<file path="src/rtl/btb_set_ctrl.sv">
// btb_set_ctrl: BTB set array, LRU bits, clear sequencer, update stage A and registered lookup.
module btb_set_ctrl #(
  parameter int NUM_SETS = 8,
  parameter int SET_W    = 128
) (
  input  logic             clk,
  input  logic             rst_n,
  input  logic             flush_i,
  input  logic             upd_valid_i,
  output logic             upd_ready_o,
  input  logic [31:0]      upd_pc_i,
  input  logic [31:0]      upd_target_i,
  input  logic             upd_mispredicted_i,
  input  logic             lkp_valid_i,
  input  logic [31:0]      lkp_pc_i,
  output logic             lkp_hit_o,
  output logic [31:0]      lkp_target_o,
  output logic             lkp_taken_o,
  output logic [SET_W-1:0] wl_old_set_o,
  output logic [26:0]      wl_new_tag_o,
  output logic [31:0]      wl_new_target_o,
  output logic             wl_mispredicted_o,
  output logic             wl_update_branch1_o,
  output logic             wl_update_branch2_o,
  output logic             wl_lru_write_o,
  input  logic [SET_W-1:0] wl_write_set_i,
  output logic             busy_o
);
  typedef enum logic {CLEAR, RUN} state_t;
  state_t state, state_nx;
  logic [2:0] clr_cnt;
  logic [SET_W-1:0] mem [NUM_SETS];
  logic [NUM_SETS-1:0] lru;
  logic a_valid, a_misp;
  logic [29:0] a_pc;
  logic [31:0] a_target;
  logic [2:0] a_idx, l_idx;
  logic [26:0] a_tag, l_tag;
  logic [SET_W-1:0] old_set, l_set;
  logic accept, hit1, hit2, slot1_touch, l_hit1, l_hit2, l_hit;
  logic pc_lsb_unused;
  assign a_idx = a_pc[2:0];
  assign a_tag = a_pc[29:3];
  assign old_set = mem[a_idx];
  assign upd_ready_o = state == RUN && !flush_i;
  assign busy_o = state == CLEAR;
  assign accept = upd_valid_i && upd_ready_o;
  assign hit1 = old_set[127] && old_set[126:100] == a_tag;
  assign hit2 = old_set[63] && old_set[62:36] == a_tag && !hit1;
  assign slot1_touch = hit1 || (!hit2 && lru[a_idx]);
  assign wl_old_set_o = a_valid ? old_set : '0;
  assign wl_new_tag_o = a_valid ? a_tag : '0;
  assign wl_new_target_o = a_valid ? a_target : '0;
  assign wl_mispredicted_o = a_valid && a_misp;
  assign wl_update_branch1_o = a_valid && hit1;
  assign wl_update_branch2_o = a_valid && hit2;
  assign wl_lru_write_o = a_valid && lru[a_idx];
  // a lookup into the set being committed sees the merged word, not the stale one
  assign l_idx = lkp_pc_i[4:2];
  assign l_tag = lkp_pc_i[31:5];
  assign l_set = (a_valid && l_idx == a_idx) ? wl_write_set_i : mem[l_idx];
  assign l_hit1 = l_set[127] && l_set[126:100] == l_tag;
  assign l_hit2 = l_set[63] && l_set[62:36] == l_tag;
  assign l_hit = lkp_valid_i && state == RUN && (l_hit1 || l_hit2);
  assign pc_lsb_unused = ^{upd_pc_i[1:0], lkp_pc_i[1:0], l_set[66:64], l_set[2:0]};
  always_comb begin
    state_nx = state;
    if (flush_i) state_nx = CLEAR;
    else if (state == CLEAR && clr_cnt == 3'd7) state_nx = RUN;
  end
  always_ff @(posedge clk) begin
    if (!rst_n) begin
      state <= CLEAR;
      clr_cnt <= '0;
      a_valid <= 1'b0;
      lkp_hit_o <= 1'b0;
      lkp_target_o <= '0;
      lkp_taken_o <= 1'b0;
    end else begin
      state <= state_nx;
      clr_cnt <= (flush_i || state != CLEAR) ? 3'd0 : clr_cnt + 3'd1;
      a_valid <= accept;
      lkp_hit_o <= l_hit;
      lkp_target_o <= !l_hit ? 32'd0 : l_hit1 ? l_set[99:68] : l_set[35:4];
      lkp_taken_o <= l_hit && (l_hit1 ? l_set[67] : l_set[3]);
    end
  end
  always_ff @(posedge clk) begin
    if (accept) begin
      a_pc <= upd_pc_i[31:2];
      a_target <= upd_target_i;
      a_misp <= upd_mispredicted_i;
    end
  end
  always_ff @(posedge clk) begin
    if (rst_n) begin
      if (state == CLEAR) begin
        mem[clr_cnt] <= '0;
        lru[clr_cnt] <= 1'b1;
      end else if (a_valid && !flush_i) begin
        mem[a_idx] <= wl_write_set_i;
        lru[a_idx] <= !slot1_touch;
      end
    end
  end
endmodule
</file>
<file path="config.mk">
export PLATFORM = sky130hd
export DESIGN_NAME = btb_set_ctrl
export DESIGN_NICKNAME = d
export VERILOG_FILES = /design/src/rtl/btb_set_ctrl.sv
export SDC_FILE = /design/constraint.sdc
export NUM_CORES = 1
export LEC_CHECK = 0
export ABC_CLOCK_PERIOD_IN_PS = 8600
export CAP_MARGIN = 5
export CORE_MARGIN = 4
export CORE_UTILIZATION = 43
export CTS_BUF_LIST = sky130_fd_sc_hd__clkbuf_4 sky130_fd_sc_hd__clkbuf_8 sky130_fd_sc_hd__clkbuf_16
export DETAILED_ROUTE_END_ITERATION = 12
export PLACE_DENSITY = 0.69
export SETUP_SLACK_MARGIN = 0.2
export SLEW_MARGIN = 20
export SYNTH_ARGS = -nofsm -noshare
export SYNTH_HDL_FRONTEND = slang
export SYNTH_SLANG_ARGS = --single-unit
</file>
<file path="constraint.sdc">
create_clock -name clk -period 8.6 [get_ports clk]
set_clock_uncertainty 0.05 [all_clocks]
set_input_delay 1.29 -clock clk [delete_from_list [all_inputs] [get_ports clk]]
set_output_delay 1.29 -clock clk [all_outputs]
set_load 0.05 [all_outputs]
</file>
After elaboration in Yosys (flattened, before gate mapping)
Memories as Yosys holds them, arrays and structs flattened. A register that Yosys moved wholly into a read port is not among the register bits.
Cells that the tools add are included.
{"block": "word_totals", "inputBits": 230, "ff_bits": 110, "ramBits": 1024, "memories": 1, "out_inout_bits": 227, "elab_cells": 84}
{"name": "mem", "words": 8, "width": 128, "rd": 2, "rd_ports_with_merged_regs": 1, "wr": 1, "line": "32", "source": "logic [SET_W-1:0] mem [NUM_SETS];"}
{"block": "op_classes", "n_lt_le_gt_ge": 4, "reduce_logical": 32, "bitwise_logic": 3, "n_eq_ne": 7, "addsub": 1, "mux": 26}
{"cell": "two-way mux 128 bit", "count": 3}
{"cell": "OR reduction 128 bit", "count": 1}
{"cell": "== test 27 bit", "count": 4}
{"cell": "two-way mux 32 bit", "count": 2}
{"cell": "two-way mux 27 bit", "count": 1}
{"cell": "logical AND 1 bit", "count": 20}
{"cell": "two-way mux 8 bit", "count": 2}
{"cell": "two-way mux 1 bit", "count": 12}
{"cell": "bitwise mux 8 bit", "count": 1}
{"cell": "less-than comparator 3 x 4 -> 1 bit, second input constant", "count": 2}
{"cell": "OR 8 bit", "count": 1}
{"cell": "demux 1 bit (select 3 bit)", "count": 2}
{"cell": "greater-or-equal comparator 3 x 1 -> 1 bit, second input constant", "count": 2}
{"cell": "two-way mux 3 bit", "count": 2}
{"cell": "logical NOT 1 bit", "count": 4}
{"cell": "AND reduction 2 bit", "count": 2}
{"cell": "OR reduction 2 bit", "count": 2}
{"cell": "adder 3 x 1 -> 3 bit, second input constant", "count": 1}
{"cell": "binary-select mux 1 bit (select 3 bit)", "count": 1}
{"cell": "== test 3 bit", "count": 1}
{"cell": "== test 3 bit, second input constant", "count": 1}
{"cell": "logical OR 1 bit", "count": 3}
{"cell": "!= test 2 x 1 -> 1 bit, second input constant", "count": 1}
{"cell": "inverter 1 bit", "count": 2}

Longest topological paths before layout
{"block": "depth", "depth_word": 11, "mapped_depth": 15, "mapped_depth_nobuf": 9}

Worst setup path after synthesis
OpenSTA, ideal clock, no wires.
{"block": "synth_timing", "path_type": "input-to-reg", "startpoint": "in flush_i", "endpoint": "mem mem[7][0], enable pin", "t_arrival_ns": 8.340, "n_path_buf": 1, "slack_ns": -0.407, "stages": 6, "required_ns": 7.933, "setup_ns": 0.617, "cell_sequence": "nor2_1 and3_1 clkbuf_1 mux2i_1 or2_2 nor2_1"}
{"block": "synth_via", "elab_chain_cells": 8, "elab_cells_between_ends": 9, "cone_classes": "6 x mux; 3 x reduce/logical"}
{"item": "start: declaration", "line": "8", "source": "input logic flush_i,"}
{"item": "logical NOT 1 bit (*)", "line": "100", "source": "end else if (a_valid && !flush_i) begin"}
{"item": "logical AND 1 bit (*)", "line": "100"}
{"item": "two-way mux 1 bit (*)", "line": "100"}
{"item": "two-way mux 1 bit (*)", "line": "97", "source": "if (state == CLEAR) begin"}
{"item": "two-way mux 1 bit (*)", "line": "96", "source": "if (rst_n) begin"}
{"item": "two-way mux 1 bit (not written as such) (*)", "line": "101", "source": "mem[a_idx] <= wl_write_set_i;"}
{"item": "OR reduction 128 bit (no source line)"}
{"item": "two-way mux 3 bit (no source line) or two-way mux 1 bit (tied branches)"}
{"item": "end: declaration", "line": "32"}
Every way passes the cells marked *; elsewhere a longest branch is shown, timed or not.

==> flow_summary_export.csv <==
group,metric,value,unit
floorplanning,rows,130,
worst_hold_path,min-delay-path-class,"reg -> reg",
drt,firstDrtPassIters,8,
sta,relSlewSlack,22.3,%
sta,final-max-slew-violation-count,0,
placement,dpl.hpwl,103,mm
drt,drc,0,
floorplanning,ios,457,
sta,period_share,85.3,%
setup_path,crit_path_start_kind,"register",
global_routing,first_global_vias,32900,
clocking,tritoncts,"built",
power,pwr_density_cell,184,mW/mm2
synthesis,synth_area_leaders,"edfxtp_1, mux4_2, mux2i_1",
sta,rsz0062_at_grt,"no",
floorplanning,start_util,43.2,%
power,p_total,0.0119,W
synthesis,synth_top_area_share,60.6,%
synthesis,synth.distinct_cells,71,
synthesis,synth_edf_count,1095,
drt,postRouteWirelength,161,mm
sta,max_clock_freq,0.136,GHz
status,status,"complete, no violations",
placement,gp_congestion,0.972,
floorplanning,fp.dieH,363,um
global_routing,top_usage_layer,"met2",
clocking,htreeDepth,3,
sta,setup-violations-final,0,
floorplanning,dieArea,0.132,mm2
global_routing,grt_pass1_wl,231,mm
synthesis,synth_area,0.0542,mm2
floorplanning,die_w,363,um
cells_and_area,layout_common_cells,"edfxtp_1, mux4_2, clkdlybuf4s50_1, mux2i_1, and2_1",
synthesis,yosysTopAreaCell,"edfxtp_1",
drt,detail_route.vias_per_cell,6.13,
floorplanning,core_area,0.125,mm2
sta,tns,0,ns
global_routing,grt_max_degree,108,
cells_and_area,layout_commonest_cell,"edfxtp_1",
clocking,cts_repair_resize_count,0,
drt,num_vias,32400,
clocking,root_buffer,"clkbuf_16",
setup_path,crit_type,"reg -> out",
cells_and_area,drive_gt1_share,21.6,%
sta,tightest_slew,1.17,ns
global_routing,met3_usage,5.54,%
cells_and_area,fin_nets,3757,
drt,dr.first_iter.drc_count,4022,
setup_path,worst-path-max-fanout,27,
synthesis,ys_warn_count,0,
placement,portBuffers,452,
global_routing,antenna_found_initial,18,
synthesis,ys_async_sr_fraction,0,%
clocking,holdBufCountCts,0,
clocking,cts_sinks,1137,
global_routing,grt_use_met2,37.8,%
drt,routedWlPerCell,30.5,um
synthesis,synth.avg_cell_area,17.4,um2
placement,dp_cells,5056,
power,p_leak,22.5,nW
drt,route.antenna.remaining_nets,0,
clocking,clockBufferDepth,3,
synthesis,synth_ff_type,"edfxtp_1",
setup_path,required,7.26,ns
clocking,clk_pin_slew_worst_paths,0.06,ns
global_routing,track_usage,24.1,%
setup_path,arrival,6.00,ns
clocking,clk_latency,0.75,ns
flow_run,drv_cap,0,
global_routing,grt_overflow,0,
synthesis,synth_seq_cells,1137,
setup_path,endpoint_kind,"output port",
cells_and_area,syn2layout_area_growth,18.8,%
clocking,numCtsBuffers,117,
synthesis,synth_fp_nets,3355,
sta,fin_hold_ws,0.550,ns
cells_and_area,stdcell_count,5293,
global_routing,grtUsageMet1,33.2,%
cells_and_area,finish.utilization,51.4,%
synthesis,synthCells,3123,
clocking,postCtsSetupBuffers,0,
sta,final_hold_viol_count,0,
power,ir_worst_vdd,0.166,mV
sta,fin_crit,7.34,ns
synthesis,ys_seq_area_share,62.2,%
## report_power, final
group	switching (W)	internal [W]	total, W	leakage (nW)
Combinational	0.000341	0.000293	0.000634	8.96
Clock	0.00217	0.00300	0.00516	1.94
Sequential	0.0000239	0.00605	0.00608	11.6
## flip-flops by register name (all words and copies together), names as in the netlist, named ones only
signal,flops
clr_cnt,3
lkp_hit_o,1
mem,1024
a_misp,1
lkp_target_o,32
lru,8
a_target,32
a_valid,1
state,1
a_pc,30
lkp_taken_o,1
## routing by layer
| metal | vias to the layer above | share of wire, % |
|---|---|---|
| met3 | 311 | 9.7 |
| met5 | - | 0.025 |
| met4 | 6 | 3.7 |
| li1 | 13500 | - |
| met2 | 1726 | 47 |
| met1 | 16900 | 40 |
## final timing paths
| path | start | to | slack, ns | cells after the start |
|---|---|---|---|---|
| worst max-delay path | register | wl_update_branch1_o | 1.26 | 9 |
| worst min-delay path | lru[4]$_DFFE_PP_ | lru[4]$_DFFE_PP_ | 0.55 | 2 |
| worst max register to register | state$_SDFFE_PP0P_ | mem[6][84]$_DFFE_PP_ | 3.55 | 7 |
| worst min register to register | lru[4]$_DFFE_PP_ | lru[4]$_DFFE_PP_ | 0.55 | 2 |
## worst max-delay path: stages (launching register included)
cell	delay, ns
dfxtp_4	0.72
buf_4	0.43
mux4_2	0.55
mux2i_1	0.58
xnor2_1	0.13
nor4_1	0.43
nand3_1	0.40
nor4_4	0.91
and2_1	0.23
clkdlybuf4s50_1	0.80
## cell families after synthesis
logic type	share of synthesized area (%)
AND/OR/NAND/NOR	5.38
flip-flops	62.2
multiplexers	25.0
XOR/XNOR	1.16
adder cells (fa/ha/maj)	0.0461
buffers and inverters	2.28
AO/OA/AOI/OAI	3.98
## cell type report
class,instances,area (um2)
antenna,15,37.5
clock buffer,140,3140
clock inverter,82,805
fill,10100,61000
inverter,31,121
multi-input combinational,1725,19300
sequential,1137,33700
tap,1650,2060
timing repair buffer,513,5150
## per-stage QoR
| step | cell area [um2] | setup WS [ns] |
|---|---|---|
| finish | 64400 | 1.26 |
| global route | 64400 | 0.988 |
| CTS | 64400 | 1.19 |
| detailed placement | 60400 | 2.06 |
| global placement | 60400 | 2.16 |
| floorplan | 54200 | -0.407 |
## Yosys cell counts, drive strengths merged, types with 15 or more instances
| cell type | number |
|---|---|
| edfxtp | 1095 |
| mux4 | 461 |
| mux2i | 305 |
| and2 | 194 |
| nor2 | 173 |
| buf | 119 |
| clkbuf | 111 |
| nand2 | 98 |
| a21oi | 80 |
| o211ai | 71 |
| xnor2 | 59 |
| o21ai | 46 |
| dfxtp | 42 |
| a22oi | 32 |
| inv | 29 |
| nor4 | 23 |
| nand2b | 18 |
| nand3 | 18 |
| o22ai | 15 |
Note: power is estimated with default switching activity, not from simulation.
